<file path="config.mk">
export PLATFORM = sky130hd
export DESIGN_NAME = trimem_initiator
export DESIGN_NICKNAME = d
export VERILOG_FILES = /design/src/rtl/trimem_pkg.sv /design/src/rtl/trimem_initiator_tryte_valid.sv /design/src/rtl/trimem_initiator.sv
export SDC_FILE = /design/constraint.sdc
export NUM_CORES = 1
export LEC_CHECK = 0
export CORE_ASPECT_RATIO = 0.5
export CORE_MARGIN = 8
export CORE_UTILIZATION = 42
export DETAILED_ROUTE_END_ITERATION = 12
export PLACE_DENSITY = 0.87
export SLEW_MARGIN = 20
export SYNTH_ARGS = -nofsm -noshare
export SYNTH_HDL_FRONTEND = slang
export SYNTH_HIERARCHICAL = 1
export SYNTH_SLANG_ARGS = --single-unit
</file>
<file path="constraint.sdc">
create_clock -name clk -period 2.55 [get_ports clk]
set_clock_uncertainty 0.2 [all_clocks]
set_input_delay 0.255 -clock clk [delete_from_list [all_inputs] [get_ports clk]]
set_output_delay 0.255 -clock clk [all_outputs]
set_load 0.03 [all_outputs]
</file>
<file path="src/rtl/trimem_pkg.sv">
// -----------------------------------------------------------------------------
// trimem_pkg
//   Shared definitions for the trimem_initiator slice:
//     - trit encodings (TRIT_Z / TRIT_P / TRIT_N / TRIT_BAD)
//     - rsp_err codes returned to the core
//     - FSM state encoding of the initiator
//     - trit_is_bad(): helper used by the address checker
// -----------------------------------------------------------------------------
package trimem_pkg;

  // Two bits per trit. 2'b10 is not a legal trit.
  localparam logic [1:0] TRIT_Z   = 2'b00;  //  0
  localparam logic [1:0] TRIT_P   = 2'b01;  // +1
  localparam logic [1:0] TRIT_N   = 2'b11;  // -1
  localparam logic [1:0] TRIT_BAD = 2'b10;  // illegal code

  localparam int TRYTE_TRITS = 9;
  localparam int TRYTE_W     = 2 * TRYTE_TRITS;

  // Response error codes.
  localparam logic [1:0] ERR_OK        = 2'b00;
  localparam logic [1:0] ERR_PAGEFAULT = 2'b01;
  localparam logic [1:0] ERR_BADADDR   = 2'b10;
  localparam logic [1:0] ERR_TIMEOUT   = 2'b11;

  typedef enum logic [1:0] {
    ST_IDLE  = 2'd0,
    ST_ISSUE = 2'd1,
    ST_WAIT  = 2'd2,
    ST_RESP  = 2'd3
  } state_t;

  function automatic logic trit_is_bad(input logic [1:0] t);
    return (t == TRIT_BAD);
  endfunction

endpackage

</file>
<file path="src/rtl/trimem_initiator_tryte_valid.sv">
// -----------------------------------------------------------------------------
// tryte_valid
//   Combinational legality check of one tryte.
//   Ports:
//     tryte  in  18  nine trits, trit i in bits [2i+1:2i]
//     valid  out 1   1 when no trit carries the illegal code 2'b10
// -----------------------------------------------------------------------------
module tryte_valid
  import trimem_pkg::*;
(
  input  logic [TRYTE_W-1:0] tryte,
  output logic               valid
);

  always_comb begin
    valid = 1'b1;
    for (int i = 0; i < TRYTE_TRITS; i++) begin
      if (trit_is_bad(tryte[2*i +: 2])) begin
        valid = 1'b0;
      end
    end
  end

endmodule

</file>
<file path="src/rtl/trimem_initiator.sv">
// -----------------------------------------------------------------------------
// trimem_initiator
//   Requester-side sequencer for the ternary RAM access protocol. Takes one
//   load/store command at a time from the core, rejects illegal addresses
//   locally, pulses the RAM enable for one cycle, waits for the RAM reply and
//   returns a single response word with an error code.
//
//   Parameters:
//     TIMEOUT        WAIT cycles without ram_o before the access is abandoned
//                    (only used when TRIMEM_TIMEOUT_EN is defined), >= 1
//
//   Build option:
//     TRIMEM_TIMEOUT_EN  when defined, a WAIT-cycle counter abandons the access
//                        with err 11 after TIMEOUT cycles; when undefined the
//                        block waits for ram_o indefinitely.
//
//   Ports:
//     clk, rst                 rising-edge clock, synchronous active-high reset
//     req_valid/req_ready      command handshake from the core
//     req_write/pt/addr/data   command payload (store=1, page type, address, data)
//     rsp_valid/rsp_ready      response handshake to the core
//     rsp_err/rsp_data         error code and load data (0 for stores/errors)
//     ram_e                    one-cycle RAM enable pulse
//     ram_write/pt/addr/in     latched command driven to the RAM
//     ram_o/pagefault/out      RAM reply; pagefault and out valid with ram_o
//     dbg_state                current FSM state (state_t encoding)
//
//   Handshakes: a transfer happens on a rising edge where valid & ready are
//   both 1. Once rsp_valid is raised, rsp_err and rsp_data do not change until
//   that transfer. req_ready depends only on the FSM state, never on req_valid.
// -----------------------------------------------------------------------------
module trimem_initiator
  import trimem_pkg::*;
#(
  parameter int TIMEOUT = 15
) (
  input  logic         clk,
  input  logic         rst,
  input  logic         req_valid,
  output logic         req_ready,
  input  logic         req_write,
  input  logic [1:0]   req_pt,
  input  logic [17:0]  req_addr,
  input  logic [17:0]  req_data,
  output logic         rsp_valid,
  input  logic         rsp_ready,
  output logic [1:0]   rsp_err,
  output logic [17:0]  rsp_data,
  output logic         ram_e,
  output logic         ram_write,
  output logic [1:0]   ram_pt,
  output logic [17:0]  ram_addr,
  output logic [17:0]  ram_in,
  input  logic         ram_o,
  input  logic         ram_pagefault,
  input  logic [17:0]  ram_out,
  output logic [1:0]   dbg_state
);

  if (TIMEOUT < 1) begin : g_bad_timeout
    $error("trimem_initiator: TIMEOUT must be >= 1");
  end

  state_t state, state_nxt;
  logic   addr_ok;
  logic   timeout_hit;

  tryte_valid u_addr_chk (
    .tryte (req_addr),
    .valid (addr_ok)
  );

`ifdef TRIMEM_TIMEOUT_EN
  localparam int CW = $clog2(TIMEOUT + 1);
  localparam logic [CW-1:0] TO_COUNT = CW'(TIMEOUT);

  logic [CW-1:0] wait_cnt;
  logic [CW-1:0] wait_cnt_inc;

  // wait_cnt holds the number of WAIT cycles already completed, so the
  // current WAIT cycle is number wait_cnt+1. The access is abandoned at the
  // end of the TIMEOUT-th WAIT cycle.
  assign wait_cnt_inc = wait_cnt + 1'b1;
  assign timeout_hit  = (wait_cnt_inc == TO_COUNT);

  always_ff @(posedge clk) begin
    if (rst) begin
      wait_cnt <= '0;
    end else if (state == ST_ISSUE) begin
      // ISSUE always precedes WAIT, so clearing here clears on WAIT entry.
      wait_cnt <= '0;
    end else if (state == ST_WAIT) begin
      wait_cnt <= wait_cnt_inc;
    end
  end
`else
  assign timeout_hit = 1'b0;
`endif

  // ---------------------------------------------------------------------------
  // Next-state and handshake outputs
  // ---------------------------------------------------------------------------
  always_comb begin
    state_nxt = state;
    req_ready = 1'b0;
    rsp_valid = 1'b0;
    ram_e     = 1'b0;
    case (state)
      ST_IDLE: begin
        req_ready = 1'b1;
        if (req_valid) begin
          state_nxt = addr_ok ? ST_ISSUE : ST_RESP;
        end
      end
      ST_ISSUE: begin
        ram_e     = 1'b1;
        state_nxt = ST_WAIT;
      end
      ST_WAIT: begin
        // ram_o takes priority over an expiring timeout in the same cycle.
        if (ram_o || timeout_hit) begin
          state_nxt = ST_RESP;
        end
      end
      ST_RESP: begin
        rsp_valid = 1'b1;
        if (rsp_ready) begin
          state_nxt = ST_IDLE;
        end
      end
      default: state_nxt = ST_IDLE;
    endcase
  end

  always_ff @(posedge clk) begin
    if (rst) begin
      state <= ST_IDLE;
    end else begin
      state <= state_nxt;
    end
  end

  assign dbg_state = state;

  // ---------------------------------------------------------------------------
  // Command latch (drives the RAM) and response capture
  // ---------------------------------------------------------------------------
  always_ff @(posedge clk) begin
    if (rst) begin
      ram_write <= 1'b0;
      ram_pt    <= 2'b00;
      ram_addr  <= '0;
      ram_in    <= '0;
      rsp_err   <= ERR_OK;
      rsp_data  <= '0;
    end else begin
      case (state)
        ST_IDLE: begin
          if (req_valid) begin
            ram_write <= req_write;
            ram_pt    <= req_pt;
            ram_addr  <= req_addr;
            ram_in    <= req_data;
            if (!addr_ok) begin
              rsp_err  <= ERR_BADADDR;
              rsp_data <= '0;
            end
          end
        end
        ST_WAIT: begin
          if (ram_o) begin
            rsp_err  <= ram_pagefault ? ERR_PAGEFAULT : ERR_OK;
            // Only a clean load returns data; stores and faults return 0.
            rsp_data <= (!ram_write && !ram_pagefault) ? ram_out : '0;
          end else if (timeout_hit) begin
            rsp_err  <= ERR_TIMEOUT;
            rsp_data <= '0;
          end
        end
        default: ;
      endcase
    end
  end

endmodule

</file>
==> out/results.tsv <==
stage	metric	value	unit
route	dr.pass1.iters	4	
global_routing	grt_max_degree	28	
hold_path	holdCritStartpoint	ram_addr[8]	
global_routing	grt_pass1_vias	2756	
synthesis	synth_nets	359	
timing	setup_violations	0	
timing	fmax	418.1	MHz
floorplanning	die_w	123.5	um
synthesis	synthesis.area	2425	um^2
floorplanning	die_area	8609	um^2
timing	worstMarginPinSlew	649.9	ps
hold_path	min_to	ram_addr[8]	
route	ant_nets	0	
worst_setup_path	cp.required	2100	ps
floorplanning	rows	19	
route	route.vias.total	2530	
power_and_ir_drop	power.leakage	0.001571	uW
route	drc	0	
worst_setup_path	rr_worst_depth	6	
power_and_ir_drop	ir_drop	0.0004645	V
floorplanning	core_region_area	5515	um^2
finish	drive_gt1_share	5.674	%
route	drt_iter0_markers	119	
synthesis	ys_seq_area_share	50.36	%
synthesis	synthArstFlopShare	0	%
placement	hpwl	5925	um
global_routing	overflow	0	
worst_setup_path	cp.arrival	1940	ps
synthesis	syn_inst	292	
timing	relSlewSlack	56.62	%
worst_setup_path	r2r-start	dbg_state[0]	
finish	n_antenna_cell	0	
worst_setup_path	r2r_slack	470	ps
finish	post-route-util	73.19	%
clocking	htreeDepth	3	
clocking	insertion_delay	320	ps
placement	routabilityCongestion	0.7569	
finish	design_area	4036	um^2
worst_setup_path	crit_type	flop to output port	
worst_setup_path	end_kind	output port	
timing	hold_violations	0	
worst_setup_path	r2r-end	ram_in[11]	
global_routing	grt_pass1_wl	13680	um
synthesis	dominantRegCellSynth	dfxtp_1	
worst_setup_path	critPathMaxFanout	10	
synthesis	yosys.area.top_type	dfxtp_1	
hold_path	holdCritPathClass	flop to flop	
route	routedWlPerCell	17.30	um
worst_setup_path	start_kind	flop	
finish	fill_cells	412	
synthesis	synth_top_area_share	50.36	%
hold_path	hold_depth	2	
synthesis	syn_avg_cell_area	8.304	um^2
timing	min_period	2392	ps
clocking	cts_hold_buffers	0	
clocking	cts_max_path_buffers	2	
floorplanning	io_pins	127	
route	via_per_inst	5.101	
power_and_ir_drop	p_total	3964	uW
synthesis	yosysMostFrequentCell	nand2_1	
clocking	cts.repair.resized	0	
global_routing	grt_antenna_before_repair	0	
clocking	cts_tree	yes	
finish	nets	485	
synthesis	synth_area_leaders	dfxtp_1 50%, nand2_1 18%, a21oi_1 8.3%	
floorplanning	die_y	69.73	um
run	maxCapViolCount	0	
finish	syn_to_final_growth	66.46	%
global_routing	track_usage	20.18	%
clocking	cts-root-buf	clkbuf_16	
synthesis	ys_ff_latch	61	
timing	rsz0062_at_grt	no	
status	status	complete, no violations	
floorplanning	start_util	43.97	%
clocking	clk_pin_slew	50	ps
clocking	cts_setup_buffers	0	
timing	drv_slew	0	
placement	placed_area	3742	um^2
clocking	cts_num_sinks	61	
power_and_ir_drop	power_density	982.0	nW/um^2
timing	setup-tns-final	0	ps
synthesis	synthDistinctLibCells	27	
placement	port_buffers	126	
clocking	cts_buffers	9	
synthesis	synth_edf_count	0	
synthesis	ys_warn_count	6	
route	drt-total-wl	8582	um
timing	fin_crit_sh	93.80	%
synthesis	synth_common_cells	116 x nand2_1, 61 x dfxtp_1, 40 x a21oi_1, 19 x mux2i_1	
critical path, cell delays in order (launching register included):
cell             delay, ps
dfxtp_1                350
inv_1                  120
ha_1                   370
clkdlybuf4s50_1        770
state kept, by name (all words and copies together), names as in the netlist:
| register | count |
|---|---|
| dbg_state | 2 |
| ram_addr | 18 |
| ram_in | 18 |
| ram_pt | 2 |
| ram_write | 1 |
| rsp_data | 18 |
| rsp_err | 2 |
worst max path at each step:
stage / start / cells past startpoint / to
after global placement: req_addr[7] / 8 / rsp_data[13]
after detailed placement: req_addr[7] / 8 / rsp_data[17]
after global routing: dbg_state[0] / 3 / req_ready
final: dbg_state[0] / 3 / req_ready
after floorplan: dbg_state[0] / 5 / dbg_state[1]
after CTS: dbg_state[1] / 3 / req_ready
layout make-up:
type                    instances  area, um^2  share of cell area (%)
flip-flops and latches         61        1221                   30.25
multi-input cells             205        1074                   26.60
repair buffers                133        1326                   32.86
well taps                      73       91.34                   2.263
clock buffers                  12       246.5                   6.107
inverters                       8       30.03                  0.7440
clock inverters                 4       47.55                   1.178
stage by stage:
step / hold WS [ps] / setup WS (ps) / cells
floorplan: 191.0 / 466.8 / 292
global placement: 241.6 / 251.9 / 480
detailed placement: 245.8 / 158.5 / 480
CTS: 252.8 / 173.2 / 496
global route: 272.1 / 99.42 / 496
finish: 252.5 / 158.1 / 496
where the power goes:
group          internal (uW)  switching (uW)
registers               1100            93.9
clock network            778             398
logic                    666             923
layout by cell type, fill, tap and decap left out, types with 3 or more instances in the layout:
master,synthesis,final
nand2b_1,7,7
nand2_1,116,116
a21oi_1,40,40
clkbuf_16,0,9
clkdlybuf4s50_1,0,126
mux2i_1,19,19
nor2b_1,3,3
dfxtp_1,61,61
ha_1,4,4
buf_4,3,6
inv_1,8,8
logic make-up (layout without fill, tap and decap cells):
| group | after synthesis | in the layout | synth area share [%] |
|---|---|---|---|
| simple gates | 135 | 135 | 23.53 |
| flops | 61 | 61 | 50.36 |
| compound gates | 46 | 46 | 10.37 |
| buf+inv | 26 | 157 | 5.366 |
| mux | 20 | 20 | 8.307 |
| fa+ha+maj | 4 | 4 | 2.064 |
per-layer routing:
metal | vias to the layer above | GRT usage (%) | wire length [um]
met4 | 0 | 14.30 | 425
li1 | 1197 | - | -
met2 | 100 | 36.41 | 4555
met1 | 1197 | 18.64 | 3045
met5 | - | 0 | 0
met3 | 36 | 6.905 | 556
Note: power is estimated with default switching activity, not from simulation.
